`config.mk`:
```
export PLATFORM = sky130hd
export DESIGN_NAME = branch_resolve_unit
export DESIGN_NICKNAME = d
export VERILOG_FILES = /design/src/rtl/branch_resolve_unit.sv
export SDC_FILE = /design/constraint.sdc
export NUM_CORES = 1
export LEC_CHECK = 0
export BUFFER_PORTS_ARGS = -buffer_cell sky130_fd_sc_hd__buf_2
export CORE_AREA = 2 2 195 197
export DETAILED_ROUTE_END_ITERATION = 10
export DIE_AREA = 0 0 197 199
export PLACE_DENSITY = 0.85
export SYNTH_ARGS = -nofsm -noshare
export SYNTH_HDL_FRONTEND = slang
export SYNTH_SLANG_ARGS = --single-unit
```
`constraint.sdc`:
```
create_clock -name clk -period 23 [get_ports clk]
set_clock_uncertainty 0.15 [all_clocks]
set_input_delay 2.3 -clock clk [delete_from_list [all_inputs] [get_ports clk]]
set_output_delay 2.3 -clock clk [all_outputs]
set_load 0.01 [all_outputs]
```
`src/rtl/branch_resolve_unit.sv`:
```
// Branch resolution unit: evaluates branch ops in S1, registers results in S2,
// drives predictor training, frontend redirect and ROB completion from S2.
module branch_resolve_unit #(
  parameter int XLEN           = 32,
  parameter int RECOVER_CYCLES = 2,
  parameter int TAG_W          = 6
) (
  input  logic             clk,
  input  logic             reset,
  input  logic             flush,
  input  logic             in_valid,
  output logic             in_ready,
  input  logic [XLEN-1:0]  in_pc,
  input  logic [XLEN-1:0]  in_imm,
  input  logic [XLEN-1:0]  in_rs,
  input  logic [2:0]       in_op,
  input  logic [3:0]       in_cond,
  input  logic [3:0]       in_nzcv,
  input  logic             in_pred_taken,
  input  logic [XLEN-1:0]  in_pred_target,
  input  logic [TAG_W-1:0] in_rob_tag,
  output logic             update_en,
  output logic [XLEN-1:0]  update_pc,
  output logic             update_taken,
  output logic [XLEN-1:0]  update_target,
  output logic             update_is_branch,
  output logic             update_is_call,
  output logic             update_is_return,
  output logic             redirect_valid,
  output logic [XLEN-1:0]  redirect_pc,
  output logic             done_valid,
  output logic [TAG_W-1:0] done_rob_tag,
  output logic             done_link_valid,
  output logic [XLEN-1:0]  done_link_value,
  output logic [31:0]      stat_branches,
  output logic [31:0]      stat_mispredicts
);

  localparam int CNT_W = 4;
  localparam logic [2:0] OP_B     = 3'd0;
  localparam logic [2:0] OP_BL    = 3'd1;
  localparam logic [2:0] OP_BR    = 3'd2;
  localparam logic [2:0] OP_CBZ   = 3'd3;
  localparam logic [2:0] OP_CBNZ  = 3'd4;
  localparam logic [2:0] OP_BCOND = 3'd5;

  typedef enum logic {IDLE, RECOVER} state_t;

  // ARM condition table: cond[3:1] selects the base test, cond[0] inverts it
  // except for 4'b1111 (NV), which behaves as always.
  function automatic logic cond_pass(input logic [3:0] cond, input logic [3:0] nzcv);
    logic n, z, c, v, base;
    {n, z, c, v} = nzcv;
    case (cond[3:1])
      3'd0:    base = z;
      3'd1:    base = c;
      3'd2:    base = n;
      3'd3:    base = v;
      3'd4:    base = c & ~z;
      3'd5:    base = (n == v);
      3'd6:    base = ~z & (n == v);
      default: base = 1'b1;
    endcase
    return (cond[0] && (cond != 4'hF)) ? ~base : base;
  endfunction

  state_t             state_q, state_d;
  logic [CNT_W-1:0]   cnt_q, cnt_d;
  logic               s1_valid_q, s2_valid_q;
  logic [31:0]        stat_br_q, stat_mp_q;

  logic [XLEN-1:0]    s1_pc_q, s1_imm_q, s1_rs_q, s1_ptgt_q;
  logic [2:0]         s1_op_q;
  logic [3:0]         s1_cond_q, s1_nzcv_q;
  logic               s1_pt_q;
  logic [TAG_W-1:0]   s1_tag_q;

  logic               s1_legal, s1_taken, s1_mispredict, s1_mp_fire, accept;
  logic [XLEN-1:0]    s1_fall, s1_target, s1_actual, s1_pred;

  logic               s2_legal_q, s2_mp_q, s2_taken_q, s2_is_br_q, s2_is_call_q;
  logic               s2_is_ret_q, s2_link_q;
  logic [XLEN-1:0]    s2_pc_q, s2_target_q, s2_rpc_q, s2_link_val_q;
  logic [TAG_W-1:0]   s2_tag_q;
  logic               s2_fire;

  // S1: combinational resolution of the captured op
  always_comb begin
    s1_legal  = (s1_op_q <= OP_BCOND);
    s1_fall   = s1_pc_q + XLEN'(4);
    s1_target = (s1_op_q == OP_BR) ? s1_rs_q : s1_pc_q + s1_imm_q;
    case (s1_op_q)
      OP_B, OP_BL, OP_BR: s1_taken = 1'b1;
      OP_CBZ:             s1_taken = (s1_rs_q == '0);
      OP_CBNZ:            s1_taken = (s1_rs_q != '0);
      OP_BCOND:           s1_taken = cond_pass(s1_cond_q, s1_nzcv_q);
      default:            s1_taken = 1'b0;
    endcase
    s1_actual     = s1_taken ? s1_target : s1_fall;
    s1_pred       = s1_pt_q ? s1_ptgt_q : s1_fall;
    s1_mispredict = s1_legal ? (s1_actual != s1_pred) : s1_pt_q;
  end

  assign s1_mp_fire = s1_valid_q && s1_mispredict;
  assign in_ready   = !reset && (state_q == IDLE) && !s1_mp_fire && !flush;
  assign accept     = in_valid && in_ready;

  always_comb begin
    state_d = state_q;
    cnt_d   = cnt_q;
    if (flush) begin
      state_d = IDLE;
      cnt_d   = '0;
    end else if (s1_mp_fire) begin
      state_d = RECOVER;
      cnt_d   = CNT_W'(RECOVER_CYCLES);
    end else if (state_q == RECOVER) begin
      cnt_d = cnt_q - 1'b1;
      if (cnt_q <= CNT_W'(1)) state_d = IDLE;
    end
  end

  always_ff @(posedge clk or posedge reset) begin
    if (reset) begin
      state_q    <= IDLE;
      cnt_q      <= '0;
      s1_valid_q <= 1'b0;
      s2_valid_q <= 1'b0;
      stat_br_q  <= '0;
      stat_mp_q  <= '0;
    end else begin
      state_q    <= state_d;
      cnt_q      <= cnt_d;
      s1_valid_q <= accept;
      s2_valid_q <= s1_valid_q && !flush;
      if (done_valid)     stat_br_q <= stat_br_q + 32'd1;
      if (redirect_valid) stat_mp_q <= stat_mp_q + 32'd1;
    end
  end

  always_ff @(posedge clk) begin
    if (accept) begin
      s1_pc_q   <= in_pc;
      s1_imm_q  <= in_imm;
      s1_rs_q   <= in_rs;
      s1_op_q   <= in_op;
      s1_cond_q <= in_cond;
      s1_nzcv_q <= in_nzcv;
      s1_pt_q   <= in_pred_taken;
      s1_ptgt_q <= in_pred_target;
      s1_tag_q  <= in_rob_tag;
    end
    // S1 -> S2 result register
    if (s1_valid_q) begin
      s2_legal_q    <= s1_legal;
      s2_mp_q       <= s1_mispredict;
      s2_taken_q    <= s1_taken;
      s2_pc_q       <= s1_pc_q;
      s2_target_q   <= s1_target;
      s2_rpc_q      <= s1_actual;
      s2_is_br_q    <= (s1_op_q == OP_CBZ) || (s1_op_q == OP_CBNZ) || (s1_op_q == OP_BCOND);
      s2_is_call_q  <= (s1_op_q == OP_BL);
      s2_is_ret_q   <= (s1_op_q == OP_BR);
      s2_link_q     <= (s1_op_q == OP_BL);
      s2_link_val_q <= s1_fall;
      s2_tag_q      <= s1_tag_q;
    end
  end

  // S2 outputs, gated low while a flush is present
  assign s2_fire          = s2_valid_q && !flush;
  assign done_valid       = s2_fire;
  assign done_rob_tag     = s2_fire ? s2_tag_q : '0;
  assign done_link_valid  = s2_fire && s2_link_q;
  assign done_link_value  = done_link_valid ? s2_link_val_q : '0;
  assign update_en        = s2_fire && s2_legal_q;
  assign update_pc        = update_en ? s2_pc_q : '0;
  assign update_taken     = update_en && s2_taken_q;
  assign update_target    = update_en ? s2_target_q : '0;
  assign update_is_branch = update_en && s2_is_br_q;
  assign update_is_call   = update_en && s2_is_call_q;
  assign update_is_return = update_en && s2_is_ret_q;
  assign redirect_valid   = s2_fire && s2_mp_q;
  assign redirect_pc      = redirect_valid ? s2_rpc_q : '0;
  assign stat_branches    = stat_br_q;
  assign stat_mispredicts = stat_mp_q;

endmodule

```
==> flow_summary.yaml <==
cells_and_area:
  nFillCells: 3030
  multi_input_area_um2: 7440
  layout.cells.non_filler: 2422
  nNetsFinal: 2108
  area_delta_synth_final_pct: 18.2
  drive_gt1_frac: 0.239
  seq_area_um2: 10300
clocking:
  postCtsSetupBuffers: 0
  cts_sinks: 355
  root_buffer: "clkbuf_16"
  insertion_delay_ps: 560
  cts_buffers: 37
  htreeDepth: 2
  cts.clk_slew.worst_paths_ps: 60
  ctsHoldBuffers: 0
  cts_buffer_depth: 3
  cts_tree: "built"
  cts_resized: 0
global_route:
  grt_pass1_wl_mm: 85.9
  first_global_vias: 14039
  grt_overflow_total: 0
  antenna_found_initial: 0
  grt_max_degree: 97
  grt_use_total: 0.295
critical_path:
  rr_startpoint: "s1_pc_q[2]$_DFFE_PP_"
  reg2reg_slack_ps: 15090
  critPathKind: "reg2out"
  cp.arrival_ps: 5920
  cp_max_fo: 12
  critical_path.endpoint_type: "output port"
  reg2reg_depth: 14
  required_ps: 20550
  reg2reg_to: "s1_rs_q[29]$_DFFE_PP_"
  start_kind: "flip-flop"
die:
  rows: 71
  die_height_um: 199
  die_x_um: 197
  ios: 357
  start_util: 0.493
  core_area_um2: 37100
  die_area_um2: 39200
placement:
  port_buffers: 356
  place_inst: 2356
  post-dp-hpwl_mm: 44.2
  place_congestion: 1.03
timing:
  fin_tns_setup_ps: 0
  relSlewSlack: 0.139
  max_freq_mhz: 119
  hold_viol_final: 0
  worst_pin_slew_ps: 1280
  min_period_ps: 8370
  fin_crit_sh: 0.364
  setup_viol: 0
  slew_violations: 0
  rsz0062_at_grt: "no"
logic_synthesis:
  ys_seq_area_frac: 0.563
  synth_fp_nets: 1783
  ys.flop_type: "edfxtp_1"
  async_flop_share: 0.200
  syn_area_per_cell_um2: 11.5
  synthDistinctLibCells: 95
  yosysWarnings: 0
  synth_cells: 1596
  synth_area_um2: 18300
  ys_ff_latch: 355
  synth_edf_count: 284
power_and_ir_drop:
  max-vdd-ir-drop_mv: 0.0687
  p_leak_nw: 9.55
  powerDensity_nw_per_um2: 68.5
min_path:
  min_to: "s2_tag_q[2]$_DFFE_PP_"
  hold_class: "reg2reg"
  hp-start: "s1_tag_q[2]$_DFFE_PP_"
  whs_path_depth: 0
route:
  vias: 14822
  drc: 0
  wl_per_cell_um: 24.1
  first_pass_iters: 6
  ant_nets: 0
  drt-total-wl_mm: 58.5
  drt_iter0_drc: 1370
  via_per_inst: 6.12
flow_run:
  drv_cap: 0
run_status:
  status: "complete, no violations"
==> layer usage <==
| layer | vias up | routed length, um | GRT usage |
|---|---|---|---|
| li1 | 6640 | - | - |
| met1 | 7241 | 24800 | 0.416 |
| met2 | 838 | 26100 | 0.451 |
| met3 | 103 | 5840 | 0.0680 |
| met4 | 0 | 1740 | 0.0983 |
| met5 | - | 0 | 0 |
==> layout make-up <==
cell class / instances / area share
Tap cell: 474 / 0.0274
Multi-Input combinational cell: 1110 / 0.344
Inverter: 50 / 0.00868
Sequential cell: 355 / 0.476
Clock buffer: 51 / 0.0487
Antenna cell: 1 / 0.000116
Timing Repair Buffer: 367 / 0.0862
Clock inverter: 14 / 0.00833
==> how the worst max path moves through the flow <==
stage | from | end | slack [ps] | cells past startpoint
after global routing | s1_pc_q[2]$_DFFE_PP_ | in_ready | 14550 | 13
after detailed placement | s1_pc_q[2]$_DFFE_PP_ | s1_pc_q[30]$_DFFE_PP_ | 15190 | 14
after global placement | s1_pc_q[2]$_DFFE_PP_ | s1_imm_q[31]$_DFFE_PP_ | 15370 | 14
after CTS | s1_pc_q[2]$_DFFE_PP_ | in_ready | 14710 | 13
after floorplan | s1_pc_q[7]$_DFFE_PP_ | s1_valid_q$_DFF_PP0_ | 11080 | 13
final | s1_pc_q[2]$_DFFE_PP_ | in_ready | 14630 | 13
==> cells in the mapped netlist, drive strengths merged, types with 19 or more instances <==
| cell type | count | area share |
|---|---|---|
| a21oi | 72 | 0.020 |
| a31oi | 20 | 0.0068 |
| and2 | 19 | 0.0065 |
| and3 | 157 | 0.054 |
| clkbuf | 64 | 0.016 |
| dfrtp | 71 | 0.097 |
| edfxtp | 284 | 0.47 |
| ha | 36 | 0.025 |
| inv | 50 | 0.010 |
| mux2i | 25 | 0.014 |
| nand2 | 134 | 0.028 |
| nand3 | 45 | 0.012 |
| nand4 | 40 | 0.014 |
| nor2 | 92 | 0.019 |
| nor3 | 23 | 0.0066 |
| nor4 | 23 | 0.0079 |
| o21ai | 60 | 0.016 |
| xnor2 | 91 | 0.044 |
| xor2 | 49 | 0.023 |
==> worst max-delay path, stage by stage (launching register included) <==
cell	delay, ps
edfxtp_1	620
ha_1	270
nand3_1	250
nor4_1	1100
nand4_1	290
xnor2_2	260
a2111o_1	440
o311ai_1	460
nand4_1	140
a2111o_1	350
a2111o_1	330
or4_4	570
a21boi_2	150
buf_2	140
==> sequential cells by signal (all words and copies together), names as in the netlist, 30 cells and up <==
name / flops
s2_link_val_q: 30
s2_target_q: 32
s1_imm_q: 32
s1_rs_q: 32
stat_mispredicts: 32
s1_ptgt_q: 32
s2_pc_q: 32
stat_branches: 32
s2_rpc_q: 32
s1_pc_q: 32
==> where the power goes <==
group	internal, mW	total, mW	switching [mW]
combinational	0.0497	0.132	0.0825
clock	0.366	0.611	0.246
sequential	0.719	0.739	0.0201
total	1.13	1.48	0.348
==> kinds of logic after synthesis <==
family | count (synthesis) | share of synthesized area
muxes | 37 | 0.0217
adders and majority gates | 37 | 0.0257
and+or+nand+nor | 605 | 0.178
xor gates and xnor gates | 147 | 0.0767
AOI/OAI and AO/OA | 284 | 0.103
buffers and inverters | 131 | 0.0316
DFF | 355 | 0.563
==> per-stage QoR <==
stage | setup slack (ps) | util | area, um^2 | total power, mW | hold slack (ps)
5_1_grt | 14550 | 0.583 | 21600 | 1.53 | 282
3_3_place_gp | 15370 | 0.549 | 20400 | 0.878 | 257
4_1_cts | 14710 | 0.583 | 21600 | 1.49 | 276
3_5_place_dp | 15190 | 0.549 | 20400 | 0.881 | 258
6_report | 14630 | 0.583 | 21600 | 1.48 | 275
2_1_floorplan | 11080 | - | 18300 | 0.828 | 250
==> cell usage in the layout (no fill, tap or decap), types with 25 or more instances in the layout <==
cell,synthesis,routed
buf_2,9,356
edfxtp_1,284,284
and3_1,154,154
nand2_1,133,133
nor2_1,91,91
xnor2_1,90,90
a21oi_1,72,71
dfrtp_1,71,70
o21ai_0,52,52
xor2_1,49,49
inv_1,48,47
nand3_1,45,45
nand4_1,39,39
clkbuf_16,0,38
ha_1,36,36
mux2i_1,25,25
Power figures use the tool's default switching activity.
